## src/rtl/bus_pkg.sv

```systemverilog
`default_nettype none
// ============================================================================
// Module      : bus_pkg
// Description : Shared constants, default widths and helpers for the
//               round-robin shared-bus interconnect.
// Revision    : 1.0 - initial parametrised release
// ============================================================================
package bus_pkg;

    // Read/write encoding of the rw strobe
    localparam logic BUS_READ  = 1'b1;
    localparam logic BUS_WRITE = 1'b0;

    // Levels for the active-low request/grant/strobe/select/ready lines
    localparam logic ENABLE_   = 1'b0;
    localparam logic DISABLE_  = 1'b1;

    // Default configuration
    localparam int BUS_NUM_MASTERS    = 4;
    localparam int BUS_NUM_SLAVES     = 8;
    localparam int BUS_ADDR_W         = 30;
    localparam int BUS_DATA_W         = 32;
    localparam int BUS_TIMEOUT_CYCLES = 255;

    // Ceiling log2, used for index widths at elaboration time
    function automatic int clog2(input int value);
        int result;
        result = 0;
        while ((1 << result) < value) begin
            result = result + 1;
        end
        return result;
    endfunction

endpackage : bus_pkg
`default_nettype wire

```

## src/rtl/bus_rr_arbiter.sv

```systemverilog
`default_nettype none
// ============================================================================
// Module      : bus_rr_arbiter
// Description : Round-robin bus arbiter with a registered one-hot grant.
//               The owner keeps the bus until it drops its request; there is
//               no preemption. Grant, RR pointer and owner index live here.
// Revision    : 1.0 - initial parametrised release
// ============================================================================
module bus_rr_arbiter
    import bus_pkg::*;
#(
    parameter int NUM_MASTERS = BUS_NUM_MASTERS
) (
    input  logic                          clk,
    input  logic                          reset,
    input  logic [NUM_MASTERS-1:0]        i_req_,
    output logic [NUM_MASTERS-1:0]        o_grnt_,
    output logic [clog2(NUM_MASTERS)-1:0] o_owner
);

    localparam int c_OW = clog2(NUM_MASTERS);
    localparam int c_SW = c_OW + 1;

    localparam logic [0:0] c_ST_IDLE  = 1'b0;
    localparam logic [0:0] c_ST_OWNED = 1'b1;

    localparam logic [NUM_MASTERS-1:0] c_ONE = {{(NUM_MASTERS-1){1'b0}}, 1'b1};

    logic [0:0]             r_state;
    logic [0:0]             w_state_nxt;
    logic [NUM_MASTERS-1:0] r_grant;
    logic [NUM_MASTERS-1:0] w_grant_nxt;
    logic [NUM_MASTERS-1:0] w_req;
    // r_last is the RR pointer; it differs from r_owner only out of reset,
    // where the owner reads 0 but the pointer must give master 0 priority.
    logic [c_OW-1:0]        r_last;
    logic [c_OW-1:0]        r_owner;
    logic [c_OW-1:0]        w_pick;
    logic [c_SW-1:0]        w_scan;
    logic                   w_found;
    logic                   w_load;

    assign w_req = ~i_req_;

    // Find the first active requester after the last owner, wrapping round
    always_comb begin
        w_found = 1'b0;
        w_pick  = '0;
        w_scan  = '0;
        for (int i = 1; i <= NUM_MASTERS; i++) begin
            w_scan = {1'b0, r_last} + c_SW'(i);
            if (w_scan >= c_SW'(NUM_MASTERS)) begin
                w_scan = w_scan - c_SW'(NUM_MASTERS);
            end
            if (!w_found && w_req[w_scan[c_OW-1:0]]) begin
                w_found = 1'b1;
                w_pick  = w_scan[c_OW-1:0];
            end
        end
    end

    // State, grant, pointer and owner registers
    always_ff @(posedge clk) begin
        if (!reset) begin
            r_state <= c_ST_IDLE;
            r_grant <= '0;
            r_last  <= c_OW'(NUM_MASTERS - 1);
            r_owner <= '0;
        end else begin
            r_state <= w_state_nxt;
            r_grant <= w_grant_nxt;
            if (w_load) begin
                r_last  <= w_pick;
                r_owner <= w_pick;
            end
        end
    end

    // Next state: grant when idle, hand over only when the owner lets go
    always_comb begin
        w_state_nxt = r_state;
        w_load      = 1'b0;
        case (r_state)
            c_ST_IDLE: begin
                if (w_found) begin
                    w_state_nxt = c_ST_OWNED;
                    w_load      = 1'b1;
                end
            end
            c_ST_OWNED: begin
                if (!w_req[r_owner]) begin
                    if (w_found) begin
                        w_load = 1'b1;
                    end else begin
                        w_state_nxt = c_ST_IDLE;
                    end
                end
            end
            default: begin
                w_state_nxt = c_ST_IDLE;
            end
        endcase
        if (w_load) begin
            w_grant_nxt = c_ONE << w_pick;
        end else if (w_state_nxt == c_ST_IDLE) begin
            w_grant_nxt = '0;
        end else begin
            w_grant_nxt = r_grant;
        end
    end

    // Outputs: active-low grant and the held owner index
    always_comb begin
        o_grnt_ = ~r_grant;
        o_owner = r_owner;
    end

endmodule : bus_rr_arbiter
`default_nettype wire

```

## src/rtl/bus_xbar_rr.sv

```systemverilog
`default_nettype none
// ============================================================================
// Module      : bus_xbar_rr
// Description : Round-robin shared-bus interconnect. Muxes the granted master
//               onto the slave bus, decodes strobe-qualified chip selects from
//               the upper address bits and returns the selected slave's data
//               and ready. Define BUS_TIMEOUT_EN to add a transaction watchdog
//               that completes stalled accesses with m_err.
// Revision    : 1.0 - initial parametrised release
// ============================================================================
module bus_xbar_rr
    import bus_pkg::*;
#(
    parameter int NUM_MASTERS    = BUS_NUM_MASTERS,
    parameter int NUM_SLAVES     = BUS_NUM_SLAVES,
    parameter int ADDR_W         = BUS_ADDR_W,
    parameter int DATA_W         = BUS_DATA_W,
    parameter int TIMEOUT_CYCLES = BUS_TIMEOUT_CYCLES
) (
    input  logic                          clk,
    input  logic                          reset,
    input  logic [NUM_MASTERS-1:0]        m_req_,
    output logic [NUM_MASTERS-1:0]        m_grnt_,
    input  logic [NUM_MASTERS*ADDR_W-1:0] m_addr,
    input  logic [NUM_MASTERS-1:0]        m_as_,
    input  logic [NUM_MASTERS-1:0]        m_rw,
    input  logic [NUM_MASTERS*DATA_W-1:0] m_wr_data,
    output logic [ADDR_W-1:0]             s_addr,
    output logic                          s_as_,
    output logic                          s_rw,
    output logic [DATA_W-1:0]             s_wr_data,
    output logic [NUM_SLAVES-1:0]         s_cs_,
    input  logic [NUM_SLAVES*DATA_W-1:0]  s_rd_data,
    input  logic [NUM_SLAVES-1:0]         s_rdy_,
    output logic [DATA_W-1:0]             m_rd_data,
    output logic                          m_rdy_,
    output logic                          m_err,
    output logic [clog2(NUM_MASTERS)-1:0] bus_owner,
    output logic                          bus_busy
);

    localparam int c_SEL_W = clog2(NUM_SLAVES);

    logic [c_SEL_W-1:0] w_sel;
    logic [DATA_W-1:0]  w_slv_data;
    logic               w_slv_rdy_;

    bus_rr_arbiter #(
        .NUM_MASTERS (NUM_MASTERS)
    ) u_arbiter (
        .clk     (clk),
        .reset   (reset),
        .i_req_  (m_req_),
        .o_grnt_ (m_grnt_),
        .o_owner (bus_owner)
    );

    assign bus_busy = ~&m_grnt_;

    // Master mux: the registered grant picks which master drives the bus
    always_comb begin
        s_as_     = DISABLE_;
        s_rw      = BUS_READ;
        s_addr    = '0;
        s_wr_data = '0;
        for (int i = 0; i < NUM_MASTERS; i++) begin
            if (m_grnt_[i] == ENABLE_) begin
                s_as_     = m_as_[i];
                s_rw      = m_rw[i];
                s_addr    = m_addr[i*ADDR_W +: ADDR_W];
                s_wr_data = m_wr_data[i*DATA_W +: DATA_W];
            end
        end
    end

    assign w_sel = s_addr[ADDR_W-1 -: c_SEL_W];

    // Decoder: a chip select only fires while the address strobe is active
    always_comb begin
        s_cs_ = '1;
        if (s_as_ == ENABLE_) begin
            s_cs_[w_sel] = ENABLE_;
        end
    end

    // Slave mux: return data and ready from the one selected slave
    always_comb begin
        w_slv_data = '0;
        w_slv_rdy_ = DISABLE_;
        for (int j = 0; j < NUM_SLAVES; j++) begin
            if (s_cs_[j] == ENABLE_) begin
                w_slv_data = s_rd_data[j*DATA_W +: DATA_W];
                w_slv_rdy_ = s_rdy_[j];
            end
        end
    end

`ifdef BUS_TIMEOUT_EN
    logic [15:0] r_wd_cnt;
    logic        w_timeout;

    // A real slave ready in the limit cycle wins over the watchdog
    assign w_timeout = (s_as_ == ENABLE_) && (w_slv_rdy_ == DISABLE_) &&
                       (r_wd_cnt == 16'(TIMEOUT_CYCLES));

    // Watchdog: count stalled strobe cycles, restart on completion or idle
    always_ff @(posedge clk) begin
        if (!reset) begin
            r_wd_cnt <= '0;
        end else if ((s_as_ == DISABLE_) || (m_rdy_ == ENABLE_)) begin
            r_wd_cnt <= '0;
        end else begin
            r_wd_cnt <= r_wd_cnt + 16'd1;
        end
    end

    // Return path: a timeout forces a one-cycle error completion with zero data
    always_comb begin
        m_rd_data = w_slv_data;
        m_rdy_    = w_slv_rdy_;
        m_err     = 1'b0;
        if (w_timeout) begin
            m_rd_data = '0;
            m_rdy_    = ENABLE_;
            m_err     = 1'b1;
        end
    end
`else
    logic [15:0] w_unused_timeout;

    assign w_unused_timeout = 16'(TIMEOUT_CYCLES);
    assign m_rd_data        = w_slv_data;
    assign m_rdy_           = w_slv_rdy_;
    assign m_err            = 1'b0;
`endif

endmodule : bus_xbar_rr
`default_nettype wire

```

## config.mk

```make
export PLATFORM = sky130hd
export DESIGN_NAME = bus_xbar_rr
export DESIGN_NICKNAME = d
export VERILOG_FILES = /design/src/rtl/bus_pkg.sv /design/src/rtl/bus_rr_arbiter.sv /design/src/rtl/bus_xbar_rr.sv
export SDC_FILE = /design/constraint.sdc
export NUM_CORES = 1
export LEC_CHECK = 0
export ABC_AREA = 1
export CAP_MARGIN = 20
export CORE_AREA = 5 5 248 250
export CTS_CLUSTER_DIAMETER = 40
export DETAILED_ROUTE_END_ITERATION = 8
export DIE_AREA = 0 0 253 255
export GPL_ROUTABILITY_DRIVEN = 0
export PLACE_DENSITY = 0.45
export SYNTH_ARGS = -nofsm -noshare
export SYNTH_HDL_FRONTEND = slang
export SYNTH_SLANG_ARGS = --single-unit
export TNS_END_PERCENT = 5
```

## constraint.sdc

```tcl
create_clock -name clk -period 3.8 [get_ports clk]
set_input_delay 0.38 -clock clk [delete_from_list [all_inputs] [get_ports clk]]
set_output_delay 0.38 -clock clk [all_outputs]
set_load 0.005 [all_outputs]
```

### Yosys cells after proc, flatten, opt, wreduce, memory -nomap -nowiden

Index checks and enable logic that the tools add are counted.

| operators by class | value |
|---|---|
| $add $sub $neg | 8 |
| multipliers | 0 |
| magnitude comparators | 11 |
| div/mod/pow operators | 0 |
| equal/unequal tests | 1 |
| mux-type cells | 64 |
| shift operators | 1 |
| reductions and logical operators | 9 |
| bitwise operators | 4 |

Operator list:

| operator | count |
|---|---|
| 32-bit two-way mux | 12 |
| 30-bit two-way mux | 4 |
| 1-bit two-way mux | 29 |
| 2-bit two-way mux | 8 |
| 2-bit by 3-bit less-than comparator with 1-bit output, second input constant | 5 |
| 3-bit greater-or-equal comparator, second input constant | 4 |
| 1-bit binary-select mux with 2-bit select | 5 |
| 4-bit two-way mux | 2 |
| 8-bit two-way mux | 1 |
| 4-bit inverter | 2 |
| 8-bit inverter | 1 |
| 2-bit by 1-bit subtractor with 2-bit output, second input constant | 4 |
| 2-bit by 2-bit adder with 3-bit output, second input constant | 2 |
| 1-bit logical AND | 4 |
| 1-bit zero test | 4 |
| 3-bit by 4-bit less-than comparator with 1-bit output, second input constant | 1 |
| 1-bit one-hot mux with 2 select lines | 2 |
| 4-bit AND reduction | 1 |
| 1-bit by 2-bit << shifter with 4-bit output, first input constant | 1 |
| 2-bit by 1-bit adder with 3-bit output, second input constant | 1 |
| 2-bit by 3-bit adder with 3-bit output, second input constant | 1 |
| 1-bit demux with 3-bit select | 1 |
| 3-bit by 1-bit greater-or-equal comparator with 1-bit output, second input constant | 1 |
| 2-bit inequality test, second input constant | 1 |
| 1-bit inverter | 1 |

| word-level totals | value |
|---|---|
| latch bits | 0 |
| memory bits (writable) | 0 |
| register bits | 9 |
| bits of input ports | 526 |
| memories | 0 |
| memory bits (read-only) | 0 |

### Depth between registers and ports, before layout

Gate-level depths: netlist (run 1).

| logic depth | value |
|---|---|
| depth after elaboration | 20 |
| gate-level depth with buffers | 15 |

### Modules after synthesis

Synthesis (run 1) repeated with hierarchy kept, for this count alone.

| unflattened totals | value |
|---|---|
| cells, all modules | 1013 |
| area, all modules | 4934.7 µm² |

Modules (own cells, without submodules):

| module | times used | area each (µm²) | seq. area each (µm²) | cells each |
|---|---|---|---|---|
| bus_xbar_rr | 1 | 4285.4 | 0.0 | 910 |
| bus_rr_arbiter | 1 | 649.4 | 180.2 | 103 |

### Least setup slack after synthesis (run 1)

Ideal clock, no wire load.

| timing | value |
|---|---|
| path type | reg-to-output |
| start | register u_arbiter.r_grant[3] |
| end | output port m_rd_data[14] |
| data arrival time | 1616 ps |
| path slack | 1804 ps |
| path buffers | 3 |
| cell stages (with the launch flop) | 14 |
| data required time | 3420 ps |
| cell sequence | dfxtp_1 -> buf_4 -> inv_2 -> nand3_1 -> nand2_1 -> inv_2 -> nand2_4 -> nor2_8 -> nand2_2 -> buf_6 -> buf_6 -> or2_0 -> nand2_1 -> nand4_1 |

| on the way | value |
|---|---|
| elaborated cells on any way between the ends | 18 |
| classes of those cells | 2 x order compare; 13 x mux; 2 x bitwise; 1 x reduce/logical |

RTL lines:

| item | RTL line | text |
|---|---|---|
| start, declared | bus_rr_arbiter.sv:31 | `logic [NUM_MASTERS-1:0] r_grant;` |
| start signal, assigned | bus_rr_arbiter.sv:71 | `r_grant <= w_grant_nxt;` |
| 4-bit inverter * | bus_rr_arbiter.sv:114 | `o_grnt_ = ~r_grant;` |
| named net m_grnt_[3] | bus_xbar_rr.sv:23 | `output logic [NUM_MASTERS-1:0] m_grnt_,` |
| 1-bit two-way mux * | bus_xbar_rr.sv:67 | `if (m_grnt_[i] == ENABLE_) begin` |
| named net s_as_ | bus_xbar_rr.sv:29 | `output logic s_as_,` |
| 8-bit two-way mux * | bus_xbar_rr.sv:81 | `if (s_as_ == ENABLE_) begin` |
| 32-bit two-way mux (7 in series) | bus_xbar_rr.sv:91 | `if (s_cs_[j] == ENABLE_) begin` |
| 32-bit two-way mux * | bus_xbar_rr.sv:91 |  |
| end, declared | bus_xbar_rr.sv:35 | `output logic [DATA_W-1:0] m_rd_data,` |

The timed path passes the listed nets; every way through them passes the cells marked *.

### Worst setup path after layout (run 1)

| timing | value |
|---|---|
| start | register u_arbiter.r_grant[1] |
| end | output port m_rd_data[1] |

| on the way | value |
|---|---|
| longest elaborated chain between the ends | 18 |
| elaborated cells on any way between the ends | 22 |
| classes of those cells | 2 x order compare; 17 x mux; 2 x bitwise; 1 x reduce/logical |

Ends and longest elaborated chain:

| item | RTL line | text |
|---|---|---|
| 4-bit inverter * | bus_rr_arbiter.sv:114 |  |
| 30-bit two-way mux (3 in series) | bus_xbar_rr.sv:67 |  |
| 3-bit by 4-bit less-than comparator with 1-bit output (implied by the code) / 3-bit by 1-bit greater-or-equal comparator with 1-bit output (equally long branches) | bus_xbar_rr.sv:82 | `s_cs_[w_sel] = ENABLE_;` |
| 1-bit logical AND (implied by the code) | bus_xbar_rr.sv:82 |  |
| 1-bit two-way mux (implied by the code) | bus_xbar_rr.sv:82 |  |
| 1-bit demux with 3-bit select | bus_xbar_rr.sv:82 |  |
| 8-bit inverter (no line) | n/a |  |
| 8-bit two-way mux * | bus_xbar_rr.sv:81 |  |
| 32-bit two-way mux (7 in series) | bus_xbar_rr.sv:91 |  |
| 32-bit two-way mux * | bus_xbar_rr.sv:91 |  |

Every way passes the cells marked *; elsewhere a longest branch is shown, timed or not.

==> out/metrics.cfg, run 1 <==
[sta]
min_period_ps=3480
setup_viol=0
worstMarginPinSlew_ps=714
max_clock_freq_mhz=287
setup_tns_ps=0
hold_slack_ps=508
final-hold-violation-count=0
finClkSkew_ps=2.58
drv_slew=0
max_slew_margin_pct=51.9
post-route-period-util_pct=91.7
rsz0062_at_grt=false

[yosys]
synth_ff_type=dfxtp_1
avgSynthCellArea_sq_um=4.72
yosysTopAreaCell=nand2_1
synth_top_area_share_pct=27.7
synth_warnings=0
synth_top_family_by_area=simple AND/OR/NAND/NOR gates
async_flop_share_pct=0
synth.distinct_cells=32
synthesis.instances=1132
yosys.area_share.simple_pct=61.7
synth_compound_area_share_pct=19.8
synth-edff-count=0
synthesis.nets=1658
synth_area_leaders=nand2_1 (28%), nand3_1 (16%), o21ai_0 (12%), a21oi_1 (6.5%), inv_1 (5.9%)
synth_commonest_cells=nand2_1 (395), nand3_1 (174), o21ai_0 (126)
synth-xor-area-share_pct=0.328
syn-cell-area_sq_mm=0.00535
synth-seq-cells=9
yosysSeqAreaShare_pct=3.37
yosysMostFrequentCell=nand2_1
synthMuxAreaShare_pct=0
synthAdderAreaFrac_pct=0

[finish]
fin_cells=2485
num-nets-final=2237
regArea_sq_um=188
drive_gt1_share_pct=4.62
multiInputGateArea_sq_mm=0.00437
fill_cells=6741
syn_to_final_growth_pct=136

[critical_path]
r2r-start=u_arbiter.r_last[0]
cp-start-kind=flip-flop
worstPathArrival_ps=3100
cp-endpoint=m_rd_data[1]
r2r_end=u_arbiter.o_owner[0]
r2r_cells=10
startpoint=u_arbiter.r_grant[1]
endpoint_kind=primary output
r2r_slack_ps=1730
cp.required_ps=3420
path_class=flip-flop to primary output
worst-path-max-fanout=20

[global_routing]
grt_start_max_net_pins=69
grt.overflow.total=0
grt_pass1_wl_um=66300
grt.total_usage_pct=13.5
antenna_found_initial=5
grt_pass1_vias=10146

[route]
wl_met3_um=4750
routed.top_layer=met5
totalWireLength_um=47600
wl_met2_um=23300
detail_route.first_pass.iterations=5
vias_per_cell=3.90
vias=9698
m1WireLength_um=18100
initialDrtViolationCount=481
wl_per_cell_um=19.2
drc=0
antenna_left=0

[pwr]
p_total_mw=5.85
clkPwrFrac_pct=3.1
internal-power_mw=2.79
peakVddDrop_mv=0.266
comb_power_share_pct=93.1
power_frac_seq_pct=3.8
p_sw_mw=3.06
swShare_pct=52.3
powerDensity_mw_per_mm2=464
leakage_nw=5.14

[clock_network]
cts_sinks=9
clk_pin_slew_worst_paths_ps=40
clock_tree.root_cell=clkbuf_16
h-tree-depth=1
postCtsSetupBuffers=0
hold_buffers=0
cts_max_path_buffers=2
clk_latency_ps=230
cts_tree=built
cts_buffers=3
cts_resized=0

[placed_design]
dp_hpwl_um=41600
io_buffers=637
place_inst=2479

[run_status]
outcome=finished, final reports clean

[hold_path]
hp-class=flip-flop to flip-flop

[die]
die_h_um=255
die_x_um=253
dieArea_sq_mm=0.0645
start_util_pct=9.09
placementRows=89
core-area_sq_mm=0.0588
num_io_pins=639

[job]
maxCapViolCount=0

==> placed cells by master (no fill, tap or decap), types with 2 or more instances in the layout <==
cell type,instances
o22ai_1,2
nor2_1,81
clkbuf_16,3
o21ai_0,126
nand2_2,4
a21oi_4,2
nand4_1,32
diode_2,2
buf_4,21
nand2_1,395
nor2_4,5
inv_1,83
clkdlybuf4s50_1,635
nand3b_1,3
a21oi_1,69
nand2_4,6
dfxtp_2,3
o211ai_1,3
dfxtp_1,5
nand3_1,174
or2_0,17
buf_12,8
inv_2,6
or2_2,16
==> cell type report <==
class                   instances  area share [%]
repair buffers                664            52.9
multi-input cells             944            34.7
well taps                     773            7.66
inverters                      89            2.65
flip-flops and latches          9            1.49
clock buffers                   4           0.625
diodes                          2          0.0397
==> per-stage QoR <==
stage / setup slack (ps) / instance area (sq um) / util [%]
floorplan: 1800 / 5350 / -
global placement: 302 / 12500 / 21.3
detailed placement: 308 / 12500 / 21.3
CTS: 211 / 12600 / 21.5
global route: 91.8 / 12600 / 21.5
finish: 316 / 12600 / 21.5
==> layer usage <==
metal  track usage, %  up-vias
met5                0        -
met4             3.78        4
met3             4.13       56
met2             24.5      508
met1             15.2     4301
li1                 -     4829
==> worst min path at each step <==
stage / startpoint / endpoint / cells past startpoint
final: u_arbiter.o_owner[1] / u_arbiter.o_owner[1] / 2
after global routing: u_arbiter.o_owner[1] / u_arbiter.o_owner[1] / 2
after CTS: u_arbiter.o_owner[1] / u_arbiter.o_owner[1] / 2
after detailed placement: u_arbiter.o_owner[1] / u_arbiter.o_owner[1] / 2
after global placement: u_arbiter.o_owner[1] / u_arbiter.o_owner[1] / 2
after floorplan: reset / u_arbiter.r_last[0] / 1
==> power by group through the flow <==
stage	combinational [mW]	clock, mW	sequential [mW]
after floorplan	2.46	0	0.150
after global placement	5.58	0	0.221
after detailed placement	5.61	0	0.221
after CTS	5.63	0.188	0.221
after global routing	6.01	0.195	0.230
final	5.45	0.184	0.222
==> critical path, cell delays in order (launching register included) <==
cell and delay (ps):
dfxtp_2 510, inv_2 170, nand3_1 160, nand2_1 90, nand2_2 80, nand2_4 110
a21oi_4 200, nand2_2 290, buf_4 310, or2_2 280, nand2_1 110, nand4_1 80
clkdlybuf4s50_1 450
==> registers in the layout (all words and copies together) (netlist names) <==
name and cells:
u_arbiter.o_owner 2, u_arbiter.r_grant 4, u_arbiter.r_state 1, u_arbiter.r_last 2
==> cell families (layout without fill, tap and decap cells) <==
kind of cell	after synthesis	after routing
compound gates	204	204
xor+xnor	2	2
flops	9	9
other cells	1	3
simple gates	737	737
buf+inv	179	757
No activity file was read; power rests on OpenSTA's default activity.
==> run 2: changes to the inputs <==
--- a/config.mk
+++ b/config.mk
@@ -7,10 +7,10 @@
 export LEC_CHECK = 0
 export ABC_AREA = 1
 export CAP_MARGIN = 20
-export CORE_AREA = 5 5 248 250
+export CORE_AREA = 5 5 249 251
 export CTS_CLUSTER_DIAMETER = 40
 export DETAILED_ROUTE_END_ITERATION = 8
-export DIE_AREA = 0 0 253 255
+export DIE_AREA = 0 0 254 256
 export GPL_ROUTABILITY_DRIVEN = 0
 export PLACE_DENSITY = 0.45
 export SYNTH_ARGS = -nofsm -noshare
==> constraint.sdc (replaced) <==
create_clock -name clk -period 4 [get_ports clk]
set_input_delay 0.4 -clock clk [delete_from_list [all_inputs] [get_ports clk]]
set_output_delay 0.4 -clock clk [all_outputs]
set_load 0.005 [all_outputs]
==> run 2 against run 1 <==
Worst setup slack gained 100 ps. Wire length grew 5.3%. Sequential cell count unchanged. Combinational power is 5.1% lower. Largest cell class unchanged. Largest power group unchanged. Clock power shrank 4%.
==> out/metrics.cfg, run 2 (same netlist as run 1, synthesis figures left out) <==
[global_routing]
grt_pass1_wl_um=69700  ; +5.1%
grt_start_max_net_pins=67  ; -2.9%
grt.overflow.total=0  ; unchanged
grt_pass1_vias=10022  ; -1.2%
grt.total_usage_pct=14.2  ; +0.79 points
grt_use_met2_pct=27.0  ; +2.5 points
busiest_layer=met2
use_met1_pct=15.6  ; +0.38 points
antenna_found_initial=11  ; +6
met3_usage_pct=5.06  ; +0.93 points

[clock_network]
hold_buffers=0  ; unchanged
postCtsSetupBuffers=0  ; unchanged
cts_buffers=3  ; unchanged
cts_sinks=9  ; unchanged
clock_tree.root_cell=clkbuf_16
clk_latency_ps=240  ; about the same
h-tree-depth=1  ; unchanged
cts_max_path_buffers=2  ; unchanged
clk_pin_slew_worst_paths_ps=40  ; about the same
cts_tree=built
cts_resized=0  ; unchanged

[die]
die_h_um=256  ; +0.39%
placementRows=90  ; +1.1%
dieArea_sq_mm=0.0650  ; +0.79%
num_io_pins=639  ; unchanged
start_util_pct=8.96  ; -0.13 points
core-area_sq_mm=0.0597  ; +1.5%
die_x_um=254  ; +0.40%

[finish]
mostFrequentLayoutCells=clkdlybuf4s50_1 (635), nand2_1 (395), nand3_1 (174)
multiInputGateArea_sq_mm=0.00437  ; unchanged
max_flop_register=u_arbiter.r_grant
syn_to_final_growth_pct=136
regArea_sq_um=188  ; unchanged
num-nets-final=2237  ; unchanged
drive_gt1_share_pct=4.62  ; unchanged
fill_cells=6936  ; +2.9%
fin_util_pct=21.1  ; -0.34 points
design_area_sq_mm=0.0126  ; -0.11%
fin_cells=2494  ; +0.36%
final_common_cell=clkdlybuf4s50_1
largest_reg_flops=4  ; unchanged

[critical_path]
worst-path-buf-inv=4  ; +1
cpMaxStageDelayCell=clkdlybuf4s50_1
critPathTopFamily=simple AND/OR/NAND/NOR gates
cp-start-kind=flip-flop
cp.required_ps=3600  ; +180 ps
crit_top_cell=nand2_1
r2r_cells=10  ; unchanged
endpoint_kind=primary output
worst-path-max-fanout=19  ; -5.0%
cp_cell_sequence=inv_2 -> nand3_1 -> nand2_1 -> nand2_2 -> nand2_4 -> nor2_8 -> buf_4 -> buf_4 -> nand3_1 -> nand2_1 -> nor2_1 -> nand2_1 -> nand2_1 -> nand4_1 -> clkdlybuf4s50_1
r2r-start=u_arbiter.r_last[0]
r2r_slack_ps=1890  ; +160 ps
max_stage_delay_ps=520  ; about the same
worstPathArrival_ps=3180  ; +80 ps
r2r_end=u_arbiter.o_owner[1]
path_class=flip-flop to primary output
startpoint=u_arbiter.r_grant[1]

[job]
maxCapViolCount=0  ; unchanged

[sta]
max_clock_freq_mhz=279
min_period_ps=3580
post-route-period-util_pct=89.5
hold_slack_ps=505  ; -2.69 ps
final-hold-violation-count=0  ; unchanged
drv_slew=0  ; unchanged
finClkSkew_ps=4.22  ; +1.65 ps
worstMarginPinSlew_ps=623  ; -91.0 ps
setup_viol=0  ; unchanged
rsz0062_at_grt=false
max_slew_margin_pct=58.0  ; +6.1 points
setup_tns_ps=0  ; unchanged

[route]
initialDrtViolationCount=536  ; +11%
vias_per_cell=3.92  ; +0.44%
antenna_left=0  ; unchanged
detail_route.first_pass.iterations=5  ; unchanged
wl_per_cell_um=20.1  ; +4.9%
vias=9776  ; +0.80%
totalWireLength_um=50200  ; +5.3%
drc=0  ; unchanged

[placed_design]
io_buffers=637  ; unchanged
placed_cell_area_sq_mm=0.0125  ; -0.11%
place_inst=2488  ; +0.36%
dp_hpwl_um=43600  ; +4.9%

[run_status]
outcome=finished, final reports clean

[hold_path]
hp-start=u_arbiter.o_owner[1]
hp-class=flip-flop to flip-flop
holdPathEnd=u_arbiter.o_owner[1]
whs_path_depth=2  ; unchanged

[pwr]
peakVddDrop_mv=0.250  ; -6.1%
leakage_nw=5.13  ; -0.14%
powerDensity_mw_per_mm2=441  ; -4.9%

## run 2: worst max-delay path by stage
stage,endpoint,slack (ps),cells after the start
final,m_rd_data[5],420,15
after global routing,m_rd_data[25],150,13
after CTS,m_rd_data[25],350,13
after detailed placement,m_rd_data[2],410,13
after global placement,m_rd_data[25],350,13
after floorplan,m_rd_data[14],1980,13
## run 2: per-stage QoR
stage / power [mW] / setup slack, ps
finish: 5.56 / 419
global route: 6.16 / 154
CTS: 5.76 / 354
detailed placement: 5.56 / 414
global placement: 5.57 / 350
floorplan: 2.48 / 1980
## run 2: cell type report
type,count,share of cell area [%]
repair buffers,664,52.7
multi-input cells,944,34.7
well taps,782,7.76
inverters,89,2.65
flip-flops and latches,9,1.49
clock buffers,4,0.625
diodes,2,0.0397
## run 2: tightest hold or removal path, stage by stage (launching register included)
cell     delay, ps
dfxtp_1        330
nand2_1         70
a21oi_1         50
## run 2: layer usage
metal	share of wire, %	vias up	wire length [um]
li1	-	4836	-
met1	37	4395	18600
met2	51	499	25700
met3	10	36	5210
met4	1.2	10	608
met5	0.14	-	69
## run 2: where the power goes
| group | switching (mW) | internal [mW] | total [mW] | leakage (nW) |
|---|---|---|---|---|
| combinational | 2.80 | 2.37 | 5.17 | 5.02 |
| sequential | 0.0858 | 0.126 | 0.212 | 0.0764 |
| clock | 0.0430 | 0.133 | 0.176 | 0.0382 |
| total | 2.92 | 2.63 | 5.56 | 5.13 |
